<file path="src/rtl/adder_tree_pkg.sv">
// Shared constants and elaboration-time helpers for the pipelined adder tree accumulator.
// Level l (1..LEVELS) holds node_cnt(num_in, l) nodes of width dw_in + l.
package adder_tree_pkg;

  typedef struct packed {
    logic vld;
    logic acc;
    logic last;
  } beat_flags_t;

  function automatic int unsigned clog2(input int unsigned n);
    int unsigned r;
    r = 0;
    while ((32'd1 << r) < n) r++;
    return r;
  endfunction

  function automatic int unsigned levels_f(input int unsigned num_in);
    return clog2(num_in);
  endfunction

  function automatic int unsigned dw_out_f(input int unsigned num_in, input int unsigned dw_in,
                                           input int unsigned acc_bits);
    return dw_in + levels_f(num_in) + acc_bits;
  endfunction

  function automatic int unsigned node_cnt(input int unsigned num_in, input int unsigned lvl);
    return (num_in + (32'd1 << lvl) - 1) >> lvl;
  endfunction

  // Bit offset of the first node of level lvl in the flattened inter-stage bus.
  function automatic int unsigned lvl_off(input int unsigned num_in, input int unsigned dw_in,
                                          input int unsigned lvl);
    int unsigned off;
    off = 0;
    for (int unsigned j = 1; j < lvl; j++) off += node_cnt(num_in, j) * (dw_in + j);
    return off;
  endfunction

endpackage

</file>
<file path="src/rtl/adder_tree_stage.sv">
// One registered adder-tree level: N signed inputs of W bits -> ceil(N/2) sums of W+1 bits.
// A trailing odd input is sign-extended and registered without an adder.
module adder_tree_stage
  import adder_tree_pkg::*;
#(
  parameter int unsigned N = 2,
  parameter int unsigned W = 16,
  localparam int unsigned M = node_cnt(N, 1)
) (
  input  logic             clk,
  input  logic             rst,
  input  logic             i_en,
  input  logic [N*W-1:0]   i_data,
  output logic [M*(W+1)-1:0] o_data
);

  logic [M*(W+1)-1:0] r_data;
  logic [M*(W+1)-1:0] w_sum;

  for (genvar k = 0; k < M; k++) begin : g_node
    logic signed [W:0] w_a;
    assign w_a = {i_data[2*k*W+W-1], i_data[2*k*W +: W]};
    if (2 * k + 1 < N) begin : g_pair
      logic signed [W:0] w_b;
      assign w_b = {i_data[(2*k+1)*W+W-1], i_data[(2*k+1)*W +: W]};
      assign w_sum[k*(W+1) +: W+1] = w_a + w_b;
    end else begin : g_pass
      assign w_sum[k*(W+1) +: W+1] = w_a;
    end
  end

  always_ff @(posedge clk) begin
    if (rst) begin
      r_data <= '0;
    end else if (i_en) begin
      r_data <= w_sum;
    end
  end

  assign o_data = r_data;

endmodule

</file>
<file path="src/rtl/adder_tree_acc.sv">
// Pipelined signed adder tree feeding a group accumulator with ready/valid flow control.
// Whole pipeline stalls together while a result waits for out_ready.
module adder_tree_acc
  import adder_tree_pkg::*;
#(
  parameter int unsigned NUM_IN   = 8,
  parameter int unsigned DW_IN    = 16,
  parameter int unsigned ACC_BITS = 8,
  localparam int unsigned LEVELS  = levels_f(NUM_IN),
  localparam int unsigned DW_OUT  = dw_out_f(NUM_IN, DW_IN, ACC_BITS)
) (
  input  logic                     clk,
  input  logic                     rst,
  input  logic                     in_valid,
  output logic                     in_ready,
  input  logic [NUM_IN*DW_IN-1:0]  in_data,
  input  logic                     in_acc,
  input  logic                     in_last,
  output logic                     out_valid,
  input  logic                     out_ready,
  output logic signed [DW_OUT-1:0] out_data,
  output logic [ACC_BITS:0]        out_count
);

  localparam int unsigned TREE_W = DW_IN + LEVELS;
  localparam int unsigned BUS_W  = lvl_off(NUM_IN, DW_IN, LEVELS + 1);
  localparam logic [ACC_BITS:0] GROUP_MAX = {1'b1, {ACC_BITS{1'b0}}};
  localparam logic [ACC_BITS:0] CNT_ONE   = {{ACC_BITS{1'b0}}, 1'b1};

  logic                     w_en;
  logic [BUS_W-1:0]         w_tree;
  logic [TREE_W-1:0]        w_tree_sum;
  logic signed [DW_OUT-1:0] w_tree_ext;
  logic signed [DW_OUT-1:0] w_sum;
  logic [ACC_BITS:0]        w_cnt;
  logic                     w_close;
  beat_flags_t              w_tail;

  beat_flags_t              r_flags [LEVELS];
  logic signed [DW_OUT-1:0] r_acc;
  logic [ACC_BITS:0]        r_cnt;
  logic                     r_out_valid;
  logic signed [DW_OUT-1:0] r_out_data;
  logic [ACC_BITS:0]        r_out_count;

  assign w_en     = !r_out_valid || out_ready;
  assign in_ready = w_en;

  for (genvar l = 1; l <= LEVELS; l++) begin : g_lvl
    localparam int unsigned NI = node_cnt(NUM_IN, l - 1);
    localparam int unsigned WI = DW_IN + l - 1;
    localparam int unsigned NO = node_cnt(NUM_IN, l);
    logic [NI*WI-1:0] w_in;
    if (l == 1) begin : g_first
      assign w_in = in_data;
    end else begin : g_next
      assign w_in = w_tree[lvl_off(NUM_IN, DW_IN, l - 1) +: NI*WI];
    end
    adder_tree_stage #(
      .N(NI),
      .W(WI)
    ) u_stage (
      .clk   (clk),
      .rst   (rst),
      .i_en  (w_en),
      .i_data(w_in),
      .o_data(w_tree[lvl_off(NUM_IN, DW_IN, l) +: NO*(WI+1)])
    );
  end

  // Flags ride alongside the tree so they reach the accumulator with their sum.
  always_ff @(posedge clk) begin
    if (rst) begin
      for (int i = 0; i < LEVELS; i++) r_flags[i] <= '0;
    end else if (w_en) begin
      r_flags[0] <= beat_flags_t'{vld: in_valid, acc: in_acc, last: in_last};
      for (int i = 1; i < LEVELS; i++) r_flags[i] <= r_flags[i-1];
    end
  end

  assign w_tail     = r_flags[LEVELS-1];
  assign w_tree_sum = w_tree[lvl_off(NUM_IN, DW_IN, LEVELS) +: TREE_W];
  assign w_tree_ext = {{ACC_BITS{w_tree_sum[TREE_W-1]}}, w_tree_sum};
  assign w_sum      = r_acc + w_tree_ext;
  assign w_cnt      = r_cnt + CNT_ONE;
  // A full group closes even without last so the count never wraps.
  assign w_close    = w_tail.last || (w_cnt == GROUP_MAX);

  always_ff @(posedge clk) begin
    if (rst) begin
      r_acc       <= '0;
      r_cnt       <= '0;
      r_out_valid <= 1'b0;
      r_out_data  <= '0;
      r_out_count <= '0;
    end else if (w_en) begin
      r_out_valid <= 1'b0;
      if (w_tail.vld) begin
        if (!w_tail.acc) begin
          r_out_valid <= 1'b1;
          r_out_data  <= w_tree_ext;
          r_out_count <= CNT_ONE;
        end else if (w_close) begin
          r_out_valid <= 1'b1;
          r_out_data  <= w_sum;
          r_out_count <= w_cnt;
          r_acc       <= '0;
          r_cnt       <= '0;
        end else begin
          r_acc <= w_sum;
          r_cnt <= w_cnt;
        end
      end
    end
  end

  assign out_valid = r_out_valid;
  assign out_data  = r_out_data;
  assign out_count = r_out_count;

endmodule

</file>
<file path="config.mk">
export PLATFORM = sky130hd
export DESIGN_NAME = adder_tree_acc
export DESIGN_NICKNAME = d
export VERILOG_FILES = /design/src/rtl/adder_tree_pkg.sv /design/src/rtl/adder_tree_stage.sv /design/src/rtl/adder_tree_acc.sv
export SDC_FILE = /design/constraint.sdc
export NUM_CORES = 1
export LEC_CHECK = 0
export CAP_MARGIN = 15
export CORE_MARGIN = 5
export CORE_UTILIZATION = 40
export CTS_BUF_LIST = sky130_fd_sc_hd__clkbuf_4 sky130_fd_sc_hd__clkbuf_8
export DETAILED_ROUTE_END_ITERATION = 6
export GPL_ROUTABILITY_DRIVEN = 0
export GPL_TIMING_DRIVEN = 0
export HOLD_SLACK_MARGIN = 0.12
export SYNTH_ARGS = -nofsm -noshare
export SYNTH_HDL_FRONTEND = slang
export SYNTH_SLANG_ARGS = --single-unit
</file>
<file path="constraint.sdc">
create_clock -name clk -period 3.81 [get_ports clk]
set_input_delay 0.762 -clock clk [delete_from_list [all_inputs] [get_ports clk]]
set_output_delay 0.762 -clock clk [all_outputs]
set_load 0.03 [all_outputs]
</file>
# Word-level counts from Yosys, hierarchy flattened

Memory sizes are Yosys's and may differ from the RTL's.
Index checks and enable logic that the tools add are counted.

Bits in registers: 196
Bits in writable memories: 9
Input port bits: 134
Logic and storage cells: 45
Memories kept: 1

Memories:

| name    | words | bits a word | rd ports | clocked after Yosys merged registers in | write ports | line                 | text |
|---|---|---|---|---|---|---|---|
| r_flags | 3     | 3           | 3        | 0                                       | 3           | adder_tree_acc.sv:39 | `beat_flags_t r_flags [LEVELS];` |

Add/subtract/negate cells: 9
Equality and inequality tests: 2
Mux-type cells: 17
Bitwise gates (word level): 3
Reduce and logical (&&, ||, !) cells: 5

Operators by type and width:

| cell                                                          | count |
|---|---|
| 27-bit two-way mux                                            | 3 |
| 16-bit by 16-bit adder with 17-bit output                     | 4 |
| 17-bit by 17-bit adder with 18-bit output                     | 2 |
| 27-bit by 19-bit adder with 27-bit output                     | 1 |
| 9-bit two-way mux                                             | 3 |
| 18-bit by 18-bit adder with 19-bit output                     | 1 |
| 9-bit by 1-bit adder with 9-bit output, second input constant | 1 |
| 9-bit equality test, second input constant                    | 1 |
| 3-bit two-way mux                                             | 3 |
| 1-bit two-way mux                                             | 8 |
| 3-bit AND reduction                                           | 2 |
| 1-bit bitwise OR                                              | 3 |
| 1-bit logical OR                                              | 2 |
| 2-bit != test, second input constant                          | 1 |
| 1-bit logical NOT                                             | 1 |

# Longest topological paths before layout

Gate-level depths: netlist of run 1.

Depth in word-level cells: 6
Gate-level depth with buffers: 13
Depth with buffers taken out: 13

# Hierarchy

A second synthesis of run 1 with hierarchy kept.

Cell total of the unflattened synthesis: 1813
Area, all modules: 14881.8 um^2

By module, submodules not included:

| module                               | times used | cells each | area an instance (um^2) |
|---|---|---|---|
| adder_tree_stage at g_lvl[1].u_stage | 1          | 633        | 5288.8 |
| adder_tree_acc                       | 1          | 617        | 5147.4 |
| adder_tree_stage at g_lvl[2].u_stage | 1          | 366        | 2891.5 |
| adder_tree_stage at g_lvl[3].u_stage | 1          | 197        | 1554.0 |

# Least setup slack after synthesis of run 1

Ideal clock, no wire load.

Path type: input-to-reg
Start point: input port in_data[96]
End point: register g_lvl[1].u_stage.r_data[65]
Setup time: 0.126 ns
Arrival: 2.989 ns
Required time: 3.684 ns
Slack: 0.695 ns
Stages: 12
Path buffers: 0
Path through: ha_1 fa_1 a21o_1 a21oi_1 o21bai_1 a21oi_1 o21bai_1 a211oi_1 o21ai_1 a31oi_1 xor2_1 o21ai_1

Word-level cells in the longest chain between the ends: 1

Ends and longest elaborated chain:

| item                                      | line                   | text |
|---|---|---|
| start: declaration                        | adder_tree_acc.sv:16   | `input logic [NUM_IN*DW_IN-1:0] in_data,` |
| 16-bit by 16-bit adder with 17-bit output | adder_tree_stage.sv:26 | `assign w_sum[k*(W+1) +: W+1] = w_a + w_b;` |
| end signal: assignment                    | adder_tree_stage.sv:36 | `r_data <= w_sum;` |
| end: declaration                          | adder_tree_stage.sv:17 | `logic [M*(W+1)-1:0] r_data;` |

No other way between the ends.
A chain may end at the register's enable or synchronous reset.

# Worst setup path after layout of run 1

Start point: input port out_ready
End point: output port in_ready

Word-level cells in the longest chain between the ends: 1

Ends and longest elaborated chain:

| item               | line                 | text |
|---|---|---|
| start: declaration | adder_tree_acc.sv:20 | `input logic out_ready,` |
| 1-bit logical OR   | adder_tree_acc.sv:46 | `assign w_en = !r_out_valid \|\| out_ready;` |
| end: declaration   | adder_tree_acc.sv:15 | `output logic in_ready,` |

No other way between the ends.

==> impl_metrics.env, run 1 <==
export IMPL_status="completed"
export IMPL_r2r_end="out_data[1]"
export IMPL_timing_rr_start="r_cnt[0]"
export IMPL_post_cts_buffers=0
export IMPL_reg2reg_depth=11
export IMPL_seq_power_share_pct=37.9
export IMPL_hold_path_class="flip-flop to flip-flop"
export IMPL_met1_usage_pct=26.1
export IMPL_ys_ff_latch=205
export IMPL_r2r_slack_ns=0.57
export IMPL_met2_usage_pct=34.4
export IMPL_synth_cell_types=69
export IMPL_critPathLaunchType="primary input"
export IMPL_clock_latency_ns=0.53
export IMPL_cap_violations=0
export IMPL_power_share_combinational_pct=29.4
export IMPL_swShare_pct=32.2
export IMPL_hpwl_mm=29.6
export IMPL_routed_wl_mm=37.4
export IMPL_overflow=0
export IMPL_clockBufferDepth=3
export IMPL_track_usage_pct=19.8
export IMPL_cts_tree="built"
export IMPL_synth_area_mm2=0.0132
export IMPL_finalSetupViolations=0
export IMPL_met3_usage_pct=2.91
export IMPL_synth_nets=1921
export IMPL_core_area_mm2=0.0326
export IMPL_start_util_pct=40.5
export IMPL_dpl_instance_area_mm2=0.0155
export IMPL_final_cell_mix="241 x nand2_1, 196 x dfxtp_1, 181 x a21oi_1"
export IMPL_setup_worst_path_class="primary input to primary output"
export IMPL_antenna_found_initial=1
export IMPL_maxSlewViolCount=0
export IMPL_relSlewSlack_pct=42.2
export IMPL_clock_sinks=205
export IMPL_clkPwrFrac_pct=32.6
export IMPL_cts_max_level=2
export IMPL_num_rows=66
export IMPL_initialDrtViolationCount=540
export IMPL_seq_area_frac_synth_pct=31.7
export IMPL_ant_nets=0
export IMPL_dr_pass1_iters=5
export IMPL_numCtsBuffers=37
export IMPL_synth_edf_count=9
export IMPL_min_period_over_period_pct=93.6
export IMPL_fin_area_mm2=0.0163
export IMPL_multi_input_area_mm2=0.00854
export IMPL_final_common_cell="nand2_1"
export IMPL_dp_cells=2248
export IMPL_die_area_mm2=0.0368
export IMPL_hold_viol_final=0
export IMPL_syn_to_final_growth_pct=23.2
export IMPL_period_minus_slack_ns=3.56
export IMPL_async_reset_ff_share_pct=0
export IMPL_cp_end_kind="primary output"
export IMPL_cp_endpoint="in_ready"
export IMPL_drive_gt1_share_pct=5.03
export IMPL_drcViolationCount=0
export IMPL_fin_util_pct=50.0
export IMPL_place_port_buffers=171
export IMPL_ios=172
export IMPL_switchingPower_mw=2.21
export IMPL_p_leak_nw=6.95
export IMPL_grt_pass1_wl_mm=59.7
export IMPL_vdd_drop_max_uv=194
export IMPL_clk_pin_slew_ns=0.06
export IMPL_wl_per_cell_um=16.2
export IMPL_final_setup_skew_ns=0.0284
export IMPL_ys_flop_type="dfxtp_1"
export IMPL_p_per_area_mw_per_mm2=421
export IMPL_first_global_vias=11799
export IMPL_via_per_inst=5.26
export IMPL_root_buffer="clkbuf_8"
export IMPL_ys_warn_count=0
export IMPL_rsz0062_at_grt="no"
export IMPL_die_w_um=192
export IMPL_worst_pin_slew_ns=0.866
export IMPL_fmax_mhz=281
export IMPL_crit_fanout=12
export IMPL_setup_tns_ns=0
export IMPL_crit_arrival_ns=2.80
export IMPL_seqCellArea_mm2=0.00419
export IMPL_grt_max_degree=13
export IMPL_worstPathRequired_ns=3.05
export IMPL_top_usage_layer="met2"
export IMPL_layout_cells_non_filler=2312
export IMPL_fillers=3232
export IMPL_syn_avg_cell_area_um2=8.09
export IMPL_num_vias=12150
export IMPL_worst_slack_ns=0.246
export IMPL_p_int_mw=4.65
export IMPL_nets=2130
export IMPL_netlist_instances=1635
export IMPL_hold_buffers=0
export IMPL_crit_start="out_ready"
export IMPL_preCtsSetupSlack_ns=-0.296
export IMPL_die_h_um=192
export IMPL_hold_start="out_count[3]"
==> worst min path at each step <==
stage	end	slack, ns	cells past startpoint
after global routing	out_count[3]	0.47	2
after detailed placement	out_count[3]	0.44	2
after CTS	out_count[3]	0.45	2
after global placement	out_data[1]	0.44	2
after floorplan	g_lvl[1].u_stage.o_data[27]	0.42	2
final	out_count[3]	0.45	2
==> synthesized netlist by cell type, types with 37 or more instances <==
library cell / count / area share (%)
nand2_1: 241 / 6.8
inv_1: 57 / 1.6
a21oi_1: 181 / 6.8
xor2_1: 37 / 2.5
o21ai_1: 43 / 1.6
o21ai_0: 54 / 2.0
dfxtp_1: 196 / 30
clkbuf_1: 56 / 1.6
ha_1: 144 / 14
a21o_1: 48 / 2.7
nor2_1: 132 / 3.7
xnor2_1: 75 / 5.0
nand3_1: 43 / 1.6
==> area by class of cell <==
cell class	instances	area share [%]
Sequential cell	205	25.7
Clock inverter	5	0.323
Clock buffer	59	4.60
Tap cell	442	3.39
Timing Repair Buffer	171	10.5
Antenna cell	1	0.0154
Inverter	57	1.31
Buffer	69	1.67
Multi-Input combinational cell	1303	52.4
==> power groups by stage <==
stage               combinational (mW)  clock, mW  sequential, mW
floorplan                         1.44          0            2.60
global placement                  1.98          0            2.64
detailed placement                2.00          0            2.65
CTS                               2.02       2.28            2.60
global route                      2.26       2.38            2.63
finish                            2.02       2.24            2.60
==> critical path: stages <==
cell             delay [ns]
clkdlybuf4s50_1        0.45
nor2b_1                0.08
inv_1                  0.33
clkbuf_2               0.42
clkdlybuf4s50_1        0.75
==> what timing repair did <==
| item | 4_1_cts | 5_1_grt |
|---|---|---|
| pin swaps | 0 | 0 |
| endpoints found under the setup margin | 1 | 1 |
| resized for setup | 1 | 0 |
| gates cloned | 0 | 0 |
==> logic make-up after synthesis <==
kind of cell / Yosys count / share of synthesized area [%]
AO/OA/AOI/OAI: 489 / 23.2
XOR/XNOR: 112 / 7.42
adder cells (fa/ha/maj): 152 / 14.8
buffers and inverters: 127 / 3.69
flip-flops: 205 / 31.7
multiplexers: 17 / 1.29
AND/OR/NAND/NOR: 533 / 17.8
==> per-stage QoR <==
step,hold slack [ns],power (mW)
after floorplan,0.420,4.04
after global placement,0.439,4.62
after detailed placement,0.444,4.65
after CTS,0.451,6.91
after global routing,0.466,7.26
final,0.449,6.86
==> metal layers <==
layer,wire (um),up-vias
li1,-,6229
met1,17600,5593
met2,17500,276
met3,1530,52
met4,760,0
met5,0,-
==> state kept, by name, summed over array words and instances (netlist names) <==
name,cells
r_cnt,9
out_valid,1
out_count,9
r_acc,27
out_data,27
g_lvl.u_stage.o_data,123
r_flags,9
Power figures use the tool's default switching activity.
==> run 2: changes to the inputs <==
--- a/config.mk
+++ b/config.mk
@@ -13,6 +13,8 @@
 export GPL_ROUTABILITY_DRIVEN = 0
 export GPL_TIMING_DRIVEN = 0
 export HOLD_SLACK_MARGIN = 0.12
+export SKIP_LAST_GASP = 1
+export SLEW_MARGIN = 30
 export SYNTH_ARGS = -nofsm -noshare
 export SYNTH_HDL_FRONTEND = slang
 export SYNTH_SLANG_ARGS = --single-unit
==> results of run 2 <==
Final layout, timing and power as in run 1 (identical DEF).
==> run 3: changes to the inputs <==
--- a/config.mk
+++ b/config.mk
@@ -9,6 +9,7 @@
 export CORE_MARGIN = 5
 export CORE_UTILIZATION = 40
 export CTS_BUF_LIST = sky130_fd_sc_hd__clkbuf_4 sky130_fd_sc_hd__clkbuf_8
+export CTS_CLUSTER_SIZE = 25
 export DETAILED_ROUTE_END_ITERATION = 6
 export GPL_ROUTABILITY_DRIVEN = 0
 export GPL_TIMING_DRIVEN = 0
==> results of run 3 <==
Final layout, timing and power as in run 1 (identical DEF).
